<file path="config.mk">
export PLATFORM = sky130hd
export DESIGN_NAME = logic_op_scheduler_flat
export DESIGN_NICKNAME = d
export VERILOG_FILES = /design/src/rtl/logic_op_scheduler_pkg.sv /design/src/rtl/logic_op_scheduler_if.sv /design/src/rtl/logic_op_scheduler_logic_unit.sv /design/src/rtl/logic_op_scheduler.sv /design/src/flat_wrapper.sv
export SDC_FILE = /design/constraint.sdc
export NUM_CORES = 1
export LEC_CHECK = 0
export ABC_CLOCK_PERIOD_IN_PS = 4950
export CAP_MARGIN = 15
export CELL_PAD_IN_SITES_DETAIL_PLACEMENT = 0
export CELL_PAD_IN_SITES_GLOBAL_PLACEMENT = 2
export CORE_MARGIN = 8
export CORE_UTILIZATION = 26
export CTS_CLUSTER_SIZE = 8
export DETAILED_ROUTE_END_ITERATION = 8
export PLACE_DENSITY = 0.84
export SYNTH_ARGS = -nofsm -noshare
export SYNTH_HDL_FRONTEND = slang
export SYNTH_SLANG_ARGS = --single-unit
</file>
<file path="constraint.sdc">
create_clock -name clk -period 4.95 [get_ports clk]
set_input_delay 0.99 -clock clk [delete_from_list [all_inputs] [get_ports clk]]
set_output_delay 0.99 -clock clk [all_outputs]
set_load 0.01 [all_outputs]
</file>
<file path="src/rtl/logic_op_scheduler_pkg.sv">
// Shared types for the logic-op scheduler:
// op codes and FSM states.
package logic_op_pkg;

  typedef enum logic [1:0] {
    OP_AND,
    OP_OR,
    OP_XOR,
    OP_NAND
  } op_e;

  typedef enum logic [1:0] {
    S_IDLE,
    S_EXEC,
    S_RESP
  } state_e;

endpackage

</file>
<file path="src/rtl/logic_op_scheduler_if.sv">
// Request/response bundle between requesters
// and the shared logic-op scheduler.
interface logic_op_scheduler_if #(
  parameter int NREQ = 4,
  parameter int W    = 8
);
  localparam int IW = $clog2(NREQ);

  logic [NREQ-1:0]   req_valid;
  logic [NREQ-1:0]   req_ready;
  logic [NREQ*W-1:0] req_a;
  logic [NREQ*W-1:0] req_b;
  logic [NREQ*2-1:0] req_op;
  logic              rsp_valid;
  logic              rsp_ready;
  logic [W-1:0]      rsp_data;
  logic [IW-1:0]     rsp_id;
  logic              busy;

  modport master (
    output req_valid,
    output req_a,
    output req_b,
    output req_op,
    output rsp_ready,
    input  req_ready,
    input  rsp_valid,
    input  rsp_data,
    input  rsp_id,
    input  busy
  );

  modport slave (
    input  req_valid,
    input  req_a,
    input  req_b,
    input  req_op,
    input  rsp_ready,
    output req_ready,
    output rsp_valid,
    output rsp_data,
    output rsp_id,
    output busy
  );

endinterface

</file>
<file path="src/rtl/logic_op_scheduler_logic_unit.sv">
// Combinational W-bit bitwise unit:
// AND / OR / XOR / NAND selected by op.
import logic_op_pkg::*;

module logic_unit #(
  parameter int W = 8
) (
  input  logic [W-1:0] a,
  input  logic [W-1:0] b,
  input  op_e          op,
  output logic [W-1:0] y
);

  always_comb begin
    y = '0;
    unique case (op)
      OP_AND:  y = a & b;
      OP_OR:   y = a | b;
      OP_XOR:  y = a ^ b;
      OP_NAND: y = ~(a & b);
      default: y = '0;
    endcase
  end

endmodule

</file>
<file path="src/rtl/logic_op_scheduler.sv">
// Round-robin scheduler sharing one logic unit
// among NREQ requesters; registered response.
import logic_op_pkg::*;

module logic_op_scheduler #(
  parameter int NREQ = 4,
  parameter int W    = 8
) (
  input logic clk,
  input logic rst,
  logic_op_scheduler_if.slave bus
);

  localparam int IW = $clog2(NREQ);

  state_e state;
  state_e state_nx;

  logic [IW-1:0]   rr_ptr;
  logic [IW-1:0]   win;
  logic            found;
  logic [NREQ-1:0] grant;

  logic [W-1:0]  sel_a;
  logic [W-1:0]  sel_b;
  op_e           sel_op;

  logic [W-1:0]  op_a;
  logic [W-1:0]  op_b;
  op_e           op_op;
  logic [IW-1:0] op_id;
  logic [W-1:0]  alu_y;

  logic          rsp_valid_q;
  logic [W-1:0]  rsp_data_q;
  logic [IW-1:0] rsp_id_q;

  // first valid requester at or after rr_ptr, wrapping
  always_comb begin
    int j;
    found = 1'b0;
    win   = '0;
    j     = 0;
    for (int k = 0; k < NREQ; k++) begin
      j = int'(rr_ptr) + k;
      if (j >= NREQ) j = j - NREQ;
      if (!found && bus.req_valid[j]) begin
        found = 1'b1;
        win   = IW'(j);
      end
    end
  end

  assign grant = found ? (NREQ'(1) << win) : '0;

  always_comb begin
    sel_a  = bus.req_a[int'(win)*W +: W];
    sel_b  = bus.req_b[int'(win)*W +: W];
    sel_op = op_e'(bus.req_op[int'(win)*2 +: 2]);
  end

  logic_unit #(.W(W)) u_lu (
    .a  (op_a),
    .b  (op_b),
    .op (op_op),
    .y  (alu_y)
  );

  always_ff @(posedge clk) begin
    if (rst) state <= S_IDLE;
    else     state <= state_nx;
  end

  always_comb begin
    state_nx = state;
    unique case (state)
      S_IDLE:  if (found) state_nx = S_EXEC;
      S_EXEC:  state_nx = S_RESP;
      S_RESP:  if (rsp_valid_q && bus.rsp_ready)
                 state_nx = S_IDLE;
      default: state_nx = S_IDLE;
    endcase
  end

  always_comb begin
    bus.req_ready = '0;
    if (state == S_IDLE && !rst)
      bus.req_ready = grant;
    bus.busy = (state != S_IDLE);
  end

  always_ff @(posedge clk) begin
    if (rst) begin
      rr_ptr      <= '0;
      op_a        <= '0;
      op_b        <= '0;
      op_op       <= OP_AND;
      op_id       <= '0;
      rsp_valid_q <= 1'b0;
      rsp_data_q  <= '0;
      rsp_id_q    <= '0;
    end else begin
      unique case (state)
        S_IDLE: if (found) begin
          op_a  <= sel_a;
          op_b  <= sel_b;
          op_op <= sel_op;
          op_id <= win;
        end
        S_EXEC: begin
          rsp_data_q  <= alu_y;
          rsp_id_q    <= op_id;
          rsp_valid_q <= 1'b1;
          rr_ptr <= (op_id == IW'(NREQ-1))
                    ? '0 : op_id + IW'(1);
        end
        S_RESP: if (bus.rsp_ready)
          rsp_valid_q <= 1'b0;
        default: ;
      endcase
    end
  end

  assign bus.rsp_valid = rsp_valid_q;
  assign bus.rsp_data  = rsp_data_q;
  assign bus.rsp_id    = rsp_id_q;

endmodule

</file>
<file path="src/flat_wrapper.sv">
// flat-port wrapper written by rule: the top's interface ports become plain ports
module logic_op_scheduler_flat 
#(
  parameter int NREQ = 4,
  parameter int W    = 8
)
  (clk, rst, bus_req_valid, bus_req_a, bus_req_b, bus_req_op, bus_rsp_ready, bus_req_ready, bus_rsp_valid, bus_rsp_data, bus_rsp_id, bus_busy);
  logic_op_scheduler_if #(.NREQ(NREQ), .W(W)) bus_i ();
  input logic clk;
  input logic rst;
  input wire logic [$bits(bus_i.req_valid)-1:0] bus_req_valid;
  input wire logic [$bits(bus_i.req_a)-1:0] bus_req_a;
  input wire logic [$bits(bus_i.req_b)-1:0] bus_req_b;
  input wire logic [$bits(bus_i.req_op)-1:0] bus_req_op;
  input wire logic [$bits(bus_i.rsp_ready)-1:0] bus_rsp_ready;
  output wire logic [$bits(bus_i.req_ready)-1:0] bus_req_ready;
  output wire logic [$bits(bus_i.rsp_valid)-1:0] bus_rsp_valid;
  output wire logic [$bits(bus_i.rsp_data)-1:0] bus_rsp_data;
  output wire logic [$bits(bus_i.rsp_id)-1:0] bus_rsp_id;
  output wire logic [$bits(bus_i.busy)-1:0] bus_busy;
  assign bus_i.req_valid = bus_req_valid;
  assign bus_i.req_a = bus_req_a;
  assign bus_i.req_b = bus_req_b;
  assign bus_i.req_op = bus_req_op;
  assign bus_i.rsp_ready = bus_rsp_ready;
  assign bus_req_ready = bus_i.req_ready;
  assign bus_rsp_valid = bus_i.rsp_valid;
  assign bus_rsp_data = bus_i.rsp_data;
  assign bus_rsp_id = bus_i.rsp_id;
  assign bus_busy = bus_i.busy;
  logic_op_scheduler #(.NREQ(NREQ), .W(W)) u_core (.clk(clk), .rst(rst), .bus(bus_i));
endmodule
</file>
==> results of run 1 <==
## layout make-up
class / count / area share (%)
clock buffers: 5 / 1.92
inverters: 23 / 2.41
clock inverters: 3 / 1.22
repair buffers: 97 / 26.9
flip-flops and latches: 35 / 19.6
well taps: 129 / 4.51
multi-input cells: 235 / 43.5
## power by group through the flow
stage / logic (mW) / registers (mW) / clock network (mW)
after detailed placement: 0.411 / 0.378 / 0
final: 0.406 / 0.371 / 0.260
after CTS: 0.412 / 0.372 / 0.269
after global routing: 0.461 / 0.380 / 0.282
after floorplan: 0.285 / 0.359 / 0
after global placement: 0.406 / 0.377 / 0
## logic make-up after synthesis
group | synth area share, %
compound gates | 28.4
simple gates | 16.7
buf+inv | 9.88
flops | 28.1
mux | 8.43
fa+ha+maj | 8.53
## flip-flops by register name, indices dropped and copies added, names as in the netlist
register,cells
u_core.bus.rsp_data,8
u_core.state,2
u_core.op_id,2
u_core.rr_ptr,2
u_core.op_a,8
u_core.op_b,8
u_core.bus.rsp_id,2
u_core.op_op,2
u_core.bus.rsp_valid,1
## metal layers
layer  track usage, %  vias up
met5                0        -
met4             2.75        0
met3             2.80        2
li1                 -     1278
met2             19.7       58
met1             14.0     1044
## Yosys cell counts (all sizes together)
cell | count | area share (%)
or3 | 1 | 0.25
mux2i | 21 | 8.4
nand2b | 3 | 0.75
dfxtp | 35 | 28
a21oi | 31 | 6.4
buf | 14 | 4.9
a21o | 2 | 0.60
o22ai | 2 | 1.0
nand2 | 43 | 6.5
nand4b | 1 | 0.35
a21boi | 1 | 0.30
a311oi | 1 | 0.60
inv | 23 | 3.5
nor2 | 29 | 4.4
a221o | 16 | 6.4
o211ai | 1 | 0.50
ha | 17 | 8.5
and2 | 4 | 1.0
o21a | 1 | 0.30
and2b | 1 | 0.35
nor2b | 1 | 0.25
clkbuf | 10 | 1.5
o221a | 2 | 0.90
o21bai | 1 | 0.75
or2 | 3 | 0.75
nand3b | 1 | 0.30
a211oi | 17 | 5.1
nor3 | 9 | 1.8
o21ai | 24 | 4.8
a221oi | 2 | 0.70
## worst paths after layout
kind                         from              endpoint  slack, ns  cells past startpoint
max              bus_req_valid[0]      bus_req_ready[0]       0.59                      5
min          u_core.bus.rsp_id[1]  u_core.bus.rsp_id[1]       0.46                      2
max reg2reg      u_core.rr_ptr[1]        u_core.op_a[1]       2.48                      6
min reg2reg  u_core.bus.rsp_id[1]  u_core.bus.rsp_id[1]       0.46                      2
## worst max-delay path, delay by kind of cell
kind / cells / cell delay (ns)
buffers and inverters: 2 / 1.30
AOI/OAI and AO/OA: 1 / 0.68
and+or+nand+nor: 2 / 0.40
## metrics by stage
step	hold slack, ns	area, sq um	setup slack, ns
floorplan	0.448	2490	1.86
finish	0.455	3580	0.590
detailed placement	0.448	3470	0.590
global route	0.498	3580	0.408
global placement	0.443	3470	0.620
CTS	0.459	3580	0.585
## layout by cell type, fill, tap and decap left out, types with 2 or more instances in the layout
cell / n
sky130_fd_sc_hd__a211oi_1: 17
sky130_fd_sc_hd__a21o_1: 2
sky130_fd_sc_hd__a21oi_1: 30
sky130_fd_sc_hd__a221o_1: 16
sky130_fd_sc_hd__a221oi_1: 2
sky130_fd_sc_hd__and2_1: 4
sky130_fd_sc_hd__buf_4: 3
sky130_fd_sc_hd__clkbuf_8: 5
sky130_fd_sc_hd__clkdlybuf4s50_1: 94
sky130_fd_sc_hd__dfxtp_1: 35
sky130_fd_sc_hd__ha_1: 17
sky130_fd_sc_hd__inv_1: 23
sky130_fd_sc_hd__mux2i_1: 21
sky130_fd_sc_hd__nand2_1: 43
sky130_fd_sc_hd__nand2b_1: 3
sky130_fd_sc_hd__nor2_1: 29
sky130_fd_sc_hd__nor3_1: 9
sky130_fd_sc_hd__o21ai_0: 9
sky130_fd_sc_hd__o21ai_1: 15
sky130_fd_sc_hd__o22ai_2: 2
sky130_fd_sc_hd__or2_2: 2
==> impl_summary.txt, run 1 <==
----------------------------------------------------
[Worst setup path]
  Cells along the critical path ... clkdlybuf4s50_1, nand2b_1, o211ai_2, and2_1, clkdlybuf4s50_1
  Master of the slowest instance on the critical path ... sky130_fd_sc_hd__clkdlybuf4s50_1
  Critical-path maximum fanout ... 17
  Type of the worst setup path ... in -> out
  CP dominant cell by count ... sky130_fd_sc_hd__clkdlybuf4s50_1
  Critical path capture point type ... primary output
  Worst Path Arrival ... 3.37 ns
  Longest individual stage delay on the worst path ... 0.75 ns
  Critical path launch point type ... input port
  Required time reported for the critical path endpoint ... 3.96 ns

[Timing]
  Clock period minus final worst setup slack ... 4.36 ns
  Final sum of negative setup slack ... 0 ns
  Crit share post-route ... 88.1%
  Setup-violating endpoint count in the final report ... 0
  Worst slew margin ... 37.1%
  Measured slew at the worst slew-check pin ... 0.943 ns
  Fmax ... 0.229 GHz
  Fin. max-slew vios ... 0
  Hold Vio Cnt, Final ... 0
  Worst-case clock skew ... 0.00483 ns
  Setup repair after global routing missed its margin ... no

[Clock tree]
  Post-CTS setup repair buffer count ... 0
  Total clock sinks ... 35
  Post-CTS Hold Buffers ... 0
  Worst-case clock buffer depth ... 2
  Clock insertion delay at the later pin of the skew report ... 0.28 ns
  Number of levels in the clock H-tree ... 2
  Number of gates resized after CTS ... 0
  Number of clock buffers inserted by TritonCTS ... 5
  Clock tree from TritonCTS ... built
  Clock tree root buffer cell ... sky130_fd_sc_hd__clkbuf_8
  Register clock-pin slew on the reported worst setup and hold paths ... 0.08 ns

[Global routing]
  Pin count of the biggest net entering global routing ... 39
  Total Routing Usage GR ... 11.5%
  Vias in the first global route ... 2482
  First-pass GRT wire length ... 12.2 mm
  Initial antenna violation count ... 0
  Global route overflow ... 0

[Die]
  Vertical extent of the die ... 114 microns
  Number of top-level pins ... 95
  Core area ... 0.00928 sq mm
  Die Wd ... 114 microns
  Die ar. ... 0.0130 sq mm
  Number of core rows ... 35
  Initial Utilization ... 26.9%

[Placement]
  Placed insts ... 519
  Routability Congestion ... 0.742
  Sum of net half-perimeters after detailed placement ... 5.79 mm
  Number of I/O port buffers ... 94

[Route]
  Total number of vias ... 2382
  Top layer reached by signal wires ... met4
  Count of nets left with antenna violations after detail routing ... 0
  Average vias per placed instance ... 4.52
  Violation count after the first detailed-route iteration ... 102
  DRC violation count after routing ... 0
  Routed length on met1 ... 3.54 mm
  WL final ... 7.49 mm
  Drt wl/cell ... 14.2 microns
  Amount of wire on met2 after detailed routing ... 3.53 mm
  Met3 Wirelength ... 362 microns
  Router iterations before antenna repair ... 6

[Synthesis]
  Post-synth design cell area ... 0.00249 sq mm
  Warning count from the yosys run ... 0
  Number of instances in the synthesized netlist ... 317
  Synthesized netlist net count ... 413
  Synthesis-stage register bit count ... 35
  Number of unique standard cell types used by synthesis ... 38
  Portion of the post-synthesis area used by sequential elements ... 28.1%
  Synth Area per Inst ... 7.87 sq um

[Layout]
  Antenna diodes ... 0
  Fraction of layout instances using a drive strength above 1 ... 5.28%
  Final net count ... 493
  Total area of sequential cells ... 701 sq um
  Post-route insts no fill ... 527
  Area grow syn2layout ... 43.7%
  Fraction of the core area covered by cells at the end of the flow ... 38.6%
  Filler cells ... 987
  Multi-input combinational cell area ... 0.00156 sq mm

[Pwr]
  Sequential cell fraction of total power ... 35.8%
  Combinational cell fraction of total power ... 39.2%
  Clock power frac ... 25.1%
  Power dissipated by switching net loads ... 0.355 mW
  Max IR drop VDD ... 0.104 mV
  Static Leak ... 1.38 nW
  Switch share ... 34.2%
  Internal ... 0.682 mW
  Power density normalized to cell area ... 289 mW/mm^2
  Total power of the final layout ... 1.04 mW

[Outcome]
  Result of the run ... finished, final reports clean

[Hold path]
  Hold crit path type ... reg -> reg

[Job]
  Count of maximum capacitance violations ... 0

----------------------------------------------------
Power figures use the tool's default switching activity.
==> inputs of run 2 (changes only) <==
ABC_CLOCK_PERIOD_IN_PS = 5600   (was 4950)
CORE_MARGIN = unset   (was 8)
CORE_UTILIZATION = 37   (was 26)
DONT_BUFFER_PORTS = 1   (was unset)
PLACE_DENSITY = 0.82   (was 0.84)
clock period = 5.6 ns   (was 4.95 ns; I/O delays follow)
==> impl_summary.txt, run 2 (synthesized netlist as in run 1, its figures left out) <==
----------------------------------------------------
[Placement]
  Routability Congestion ... 0.831
  Sum of net half-perimeters after detailed placement ... 4.15 mm
  Placed insts ... 372
  Area after detailed placement ... 0.00246 sq mm
  Number of I/O port buffers ... 0

[Route]
  WL final ... 5.83 mm
  Average vias per placed instance ... 5.40
  Total number of vias ... 2052
  Router iterations before antenna repair ... 6
  DRC violation count after routing ... 4
  Violation count after the first detailed-route iteration ... 75
  Drt wl/cell ... 15.3 microns
  Count of nets left with antenna violations after detail routing ... 0

[Worst setup path]
  Buf/Inv on CP ... 1
  Master of the slowest instance on the critical path ... sky130_fd_sc_hd__or3_1
  Capture point of the worst reg-to-reg path ... u_core.op_a[3]
  Worst Path Arrival ... 2.46 ns
  Type of the worst setup path ... in -> out
  Longest individual stage delay on the worst path ... 0.43 ns
  Required time reported for the critical path endpoint ... 4.48 ns
  Reg2Reg Launch Point ... u_core.rr_ptr[1]
  Worst reg-to-reg setup slack ... 3.40 ns
  Cell type group with the largest total delay on the critical path ... simple AND/OR/NAND/NOR gates
  Cells along the critical path ... or3_1, o21bai_4, buf_4, nor2_1, and2_1
  Reg2Reg Depth ... 6
  Capture point of the critical path ... bus_req_ready[1]
  Critical path launch point type ... input port
  Launching element of the worst setup path ... bus_req_valid[1]
  Number of stages on the worst setup path ... 5
  Critical path capture point type ... primary output
  Critical-path maximum fanout ... 39

[Clock tree]
  Number of clock buffers inserted by TritonCTS ... 5
  Total clock sinks ... 35
  Clock tree root buffer cell ... sky130_fd_sc_hd__clkbuf_8
  Worst-case clock buffer depth ... 2
  Clock tree from TritonCTS ... built
  Number of levels in the clock H-tree ... 2
  Post-CTS Hold Buffers ... 0
  Number of gates resized after CTS ... 0
  Register clock-pin slew on the reported worst setup and hold paths ... 0.07 ns
  Clock insertion delay at the later pin of the skew report ... 0.28 ns
  Post-CTS setup repair buffer count ... 0

[Die]
  Die ar. ... 0.00707 sq mm
  Initial Utilization ... 38.8%
  Die Wd ... 84.1 microns
  Vertical extent of the die ... 84.1 microns
  Number of top-level pins ... 95
  Number of core rows ... 29
  Core area ... 0.00642 sq mm

[Layout]
  Final net count ... 398
  Antenna diodes ... 0
  Post-route insts no fill ... 380
  Fraction of layout instances using a drive strength above 1 ... 6.27%
  Area grow syn2layout ... 2.51%
  Most frequent cells in the layout ... sky130_fd_sc_hd__nand2_1 (43), sky130_fd_sc_hd__dfxtp_1 (35), sky130_fd_sc_hd__a21oi_1 (30), sky130_fd_sc_hd__nor2_1 (29), sky130_fd_sc_hd__inv_1 (23)
  Most common library cell in the layout ignoring fill and taps ... sky130_fd_sc_hd__nand2_1
  Final instance area ... 0.00256 sq mm

[Global routing]
  Global route overflow ... 0
  Total Routing Usage GR ... 16.3%
  Pin count of the biggest net entering global routing ... 40
  First-pass GRT wire length ... 9.17 mm
  Vias in the first global route ... 1785
  Initial antenna violation count ... 0

[Timing]
  Clock period minus final worst setup slack ... 3.58 ns
  Setup repair after global routing missed its margin ... no
  Worst-case clock skew ... 0.00336 ns
  Fmax ... 0.279 GHz
  Fin. max-slew vios ... 0
  Measured slew at the worst slew-check pin ... 0.905 ns
  Setup-violating endpoint count in the final report ... 0
  Crit share post-route ... 63.9%
  Hold Vio Cnt, Final ... 0
  Final sum of negative setup slack ... 0 ns
  Worst slew margin ... 39.7%

[Pwr]
  Power density normalized to cell area ... 313 mW/mm^2
  Max IR drop VDD ... 0.106 mV
  Static Leak ... 1.01 nW

[Outcome]
  Violations in the final reports ... DRC
  Result of the run ... complete, but fails checks

[Job]
  Count of maximum capacitance violations ... 0

[Hold path]
  Hold crit path type ... reg -> reg
  Min-Delay Startpoint ... u_core.op_id[1]

----------------------------------------------------
==> run 2: cell types whose count changed in the layout (fill, tap and decap cells not counted) <==
cell,before,now
sky130_fd_sc_hd__clkbuf_1,0,1
sky130_fd_sc_hd__clkdlybuf4s50_1,94,0
sky130_fd_sc_hd__clkinv_2,1,0
sky130_fd_sc_hd__clkinv_4,1,0
sky130_fd_sc_hd__clkbuf_8,5,7
sky130_fd_sc_hd__bufinv_16,1,0
sky130_fd_sc_hd__buf_4,3,2
==> run 2: where the power goes <==
part / internal [mW] / total (mW) / switching, mW
Combinational: 0.114 / 0.264 / 0.150
Sequential: 0.289 / 0.334 / 0.0449
Clock: 0.112 / 0.204 / 0.0914
==> run 2: how the worst min path moves through the flow <==
stage	to	slack [ns]	cells after the start
3_3_place_gp	u_core.bus.rsp_id[1]	0.46	2
4_1_cts	u_core.bus.rsp_id[1]	0.47	2
5_1_grt	u_core.bus.rsp_id[1]	0.50	2
2_1_floorplan	u_core.bus.rsp_id[1]	0.45	2
3_5_place_dp	u_core.bus.rsp_id[1]	0.46	2
6_report	u_core.bus.rsp_id[1]	0.47	2
==> run 2: stage by stage <==
step	hold slack (ns)	worst slack, ns	utilization [%]	power [mW]
finish	0.470	2.02	39.8	0.801
global route	0.499	1.93	39.8	0.870
CTS	0.474	2.00	39.8	0.812
detailed placement	0.463	2.01	38.2	0.607
global placement	0.463	2.03	38.2	0.603
floorplan	0.448	2.25	-	0.569
==> run 2: tightest hold or removal path: cells and delay by family (launching register included) <==
family,cells,cell delay [ns]
AO/OA/AOI/OAI,1,0.05
flip-flops,1,0.33
AND/OR/NAND/NOR,1,0.06
==> run 2: layout make-up <==
type                       count  area [sq um]
fill                         688          3870
multi-input combinational    235          1560
sequential                    35           701
clock buffer                   8           100
tap                           77          96.3
inverter                      23          86.3
timing repair buffer           2          15.0
==> run 2: per-layer routing <==
metal	routed length (microns)	up-vias	track usage, %	part of all wire, %
met5	0	-	0	0
li1	-	1091	-	-
met1	2830	888	23.4	49
met2	2590	69	24.1	45
met4	46	0	4.23	0.79
met3	354	4	4.25	6.1
==> inputs of run 3 (changes only) <==
ABC_CLOCK_PERIOD_IN_PS = 3600   (was 5600)
CORE_UTILIZATION = 35   (was 37)
PLACE_DENSITY = 0.78   (was 0.82)
clock period = 3.6 ns   (was 5.6 ns; I/O delays follow)
==> impl_summary.txt, run 3 (synthesized netlist as in run 1, its figures left out) <==
----------------------------------------------------
[Die]
  Die ar. ... 0.00747 sq mm
  Number of core rows ... 30
  Die Wd ... 86.4 microns
  Core area ... 0.00683 sq mm
  Number of top-level pins ... 95
  Vertical extent of the die ... 86.4 microns
  Initial Utilization ... 36.5%

[Worst setup path]
  Critical path capture point type ... primary output
  Required time reported for the critical path endpoint ... 2.88 ns
  Type of the worst setup path ... reg -> out
  Critical path launch point type ... register
  Critical-path maximum fanout ... 17
  Reg2Reg Depth ... 6
  Worst Path Arrival ... 1.90 ns

[Clock tree]
  Post-CTS Hold Buffers ... 0
  Clock tree root buffer cell ... sky130_fd_sc_hd__clkbuf_8
  Worst-case clock buffer depth ... 2
  Clock insertion delay at the later pin of the skew report ... 0.29 ns
  Number of clock buffers inserted by TritonCTS ... 5
  Total clock sinks ... 35
  Post-CTS setup repair buffer count ... 0
  Number of gates resized after CTS ... 0
  Number of levels in the clock H-tree ... 2
  Clock tree from TritonCTS ... built
  Register clock-pin slew on the reported worst setup and hold paths ... 0.08 ns

[Route]
  Average vias per placed instance ... 5.19
  Count of nets left with antenna violations after detail routing ... 0
  Drt wl/cell ... 14.6 microns
  Violation count after the first detailed-route iteration ... 67
  DRC violation count after routing ... 0
  WL final ... 5.84 mm
  Router iterations before antenna repair ... 4
  Total number of vias ... 2081

[Global routing]
  Global route overflow ... 0
  First-pass GRT wire length ... 9.33 mm
  Total Routing Usage GR ... 16.3%
  Vias in the first global route ... 1833
  Pin count of the biggest net entering global routing ... 39
  Initial antenna violation count ... 0

[Layout]
  Filler cells ... 750
  Antenna diodes ... 0
  Fraction of layout instances using a drive strength above 1 ... 7.21%
  Area grow syn2layout ... 4.57%
  Final instance area ... 0.00261 sq mm
  Fraction of the core area covered by cells at the end of the flow ... 38.2%
  Most frequent cells in the layout ... sky130_fd_sc_hd__nand2_1 (43), sky130_fd_sc_hd__dfxtp_1 (35), sky130_fd_sc_hd__a21oi_1 (30), sky130_fd_sc_hd__nor2_1 (29), sky130_fd_sc_hd__inv_1 (23)
  Final net count ... 400
  Post-route insts no fill ... 401
  Most common library cell in the layout ignoring fill and taps ... sky130_fd_sc_hd__nand2_1

[Pwr]
  Power density normalized to cell area ... 497 mW/mm^2
  Static Leak ... 1.02 nW
  Clock power frac ... 27.8%
  Sequential cell fraction of total power ... 39.1%
  Internal ... 0.837 mW
  Combinational cell fraction of total power ... 33.1%
  Switch share ... 35.5%
  Power dissipated by switching net loads ... 0.460 mW
  Max IR drop VDD ... 0.225 mV

[Timing]
  Fin. max-slew vios ... 0
  Clock period minus final worst setup slack ... 2.62 ns
  Crit share post-route ... 72.8%
  Setup repair after global routing missed its margin ... no
  Worst-case clock skew ... 0.00667 ns
  Final sum of negative setup slack ... 0 ns
  Setup-violating endpoint count in the final report ... 0
  Fmax ... 0.382 GHz
  Hold Vio Cnt, Final ... 0
  Worst path setup slack after routing ... 0.979 ns
  Measured slew at the worst slew-check pin ... 0.920 ns
  Worst slew margin ... 38.6%

[Hold path]
  Hold path cells ... 2
  Hold crit path type ... reg -> reg

[Placement]
  Routability Congestion ... 0.795
  Sum of net half-perimeters after detailed placement ... 4.28 mm
  Area after detailed placement ... 0.00249 sq mm
  Number of I/O port buffers ... 0
  Pre-CTS worst setup slack ... 0.982 ns
  Placed insts ... 393

[Job]
  Count of maximum capacitance violations ... 0

[Outcome]
  Result of the run ... finished, final reports clean

----------------------------------------------------
-- run 3: cell types whose count changed in the layout (fill, tap and decap cells not counted) --
cell and change:
sky130_fd_sc_hd__clkbuf_1 -1, sky130_fd_sc_hd__clkinv_2 +1, sky130_fd_sc_hd__bufinv_16 +1, sky130_fd_sc_hd__buf_4 +2
sky130_fd_sc_hd__clkinv_4 +1, sky130_fd_sc_hd__clkbuf_8 -2
-- run 3: per-layer routing --
layer  vias to the layer above  global-route usage (%)  share of wire, %
met5                         -                       0                 0
met4                         0                    4.55               1.0
met3                         6                    3.81               5.5
met2                        65                    23.4                42
met1                       917                    24.0                51
li1                       1093                       -                 -
-- run 3: final timing paths --
path	startpoint	slack, ns	endpoint
max	u_core.rr_ptr[1]	0.98	bus_req_ready[0]
min	u_core.op_id[1]	0.48	u_core.bus.rsp_id[1]
max reg2reg	u_core.rr_ptr[1]	1.51	u_core.op_a[3]
min reg2reg	u_core.op_id[1]	0.48	u_core.bus.rsp_id[1]
-- run 3: cell type report --
class | count | area [sq um] | share of cell area [%]
Tap cell | 96 | 120 | 4.61
Clock inverter | 3 | 43.8 | 1.68
Clock buffer | 5 | 68.8 | 2.64
Sequential cell | 35 | 701 | 26.9
Timing Repair Buffer | 4 | 30.0 | 1.15
Inverter | 23 | 86.3 | 3.31
Multi-Input combinational cell | 235 | 1560 | 59.7
-- run 3: power by group through the flow --
stage / combinational, mW / clock, mW / sequential, mW
global route: 0.499 / 0.391 / 0.518
CTS: 0.437 / 0.373 / 0.508
global placement: 0.433 / 0 / 0.515
detailed placement: 0.436 / 0 / 0.517
floorplan: 0.392 / 0 / 0.493
finish: 0.429 / 0.361 / 0.507
-- run 3: worst max-delay path, cell delays in order (launching register included) --
cell and delay (ns):
sky130_fd_sc_hd__dfxtp_1 0.45, sky130_fd_sc_hd__o21a_1 0.18, sky130_fd_sc_hd__o211ai_2 0.68, sky130_fd_sc_hd__and2_1 0.31
-- run 3: through the flow --
stage	power [mW]	hold WS [ns]
floorplan	0.885	0.448
global placement	0.948	0.458
detailed placement	0.953	0.462
CTS	1.32	0.474
global route	1.41	0.478
finish	1.30	0.476
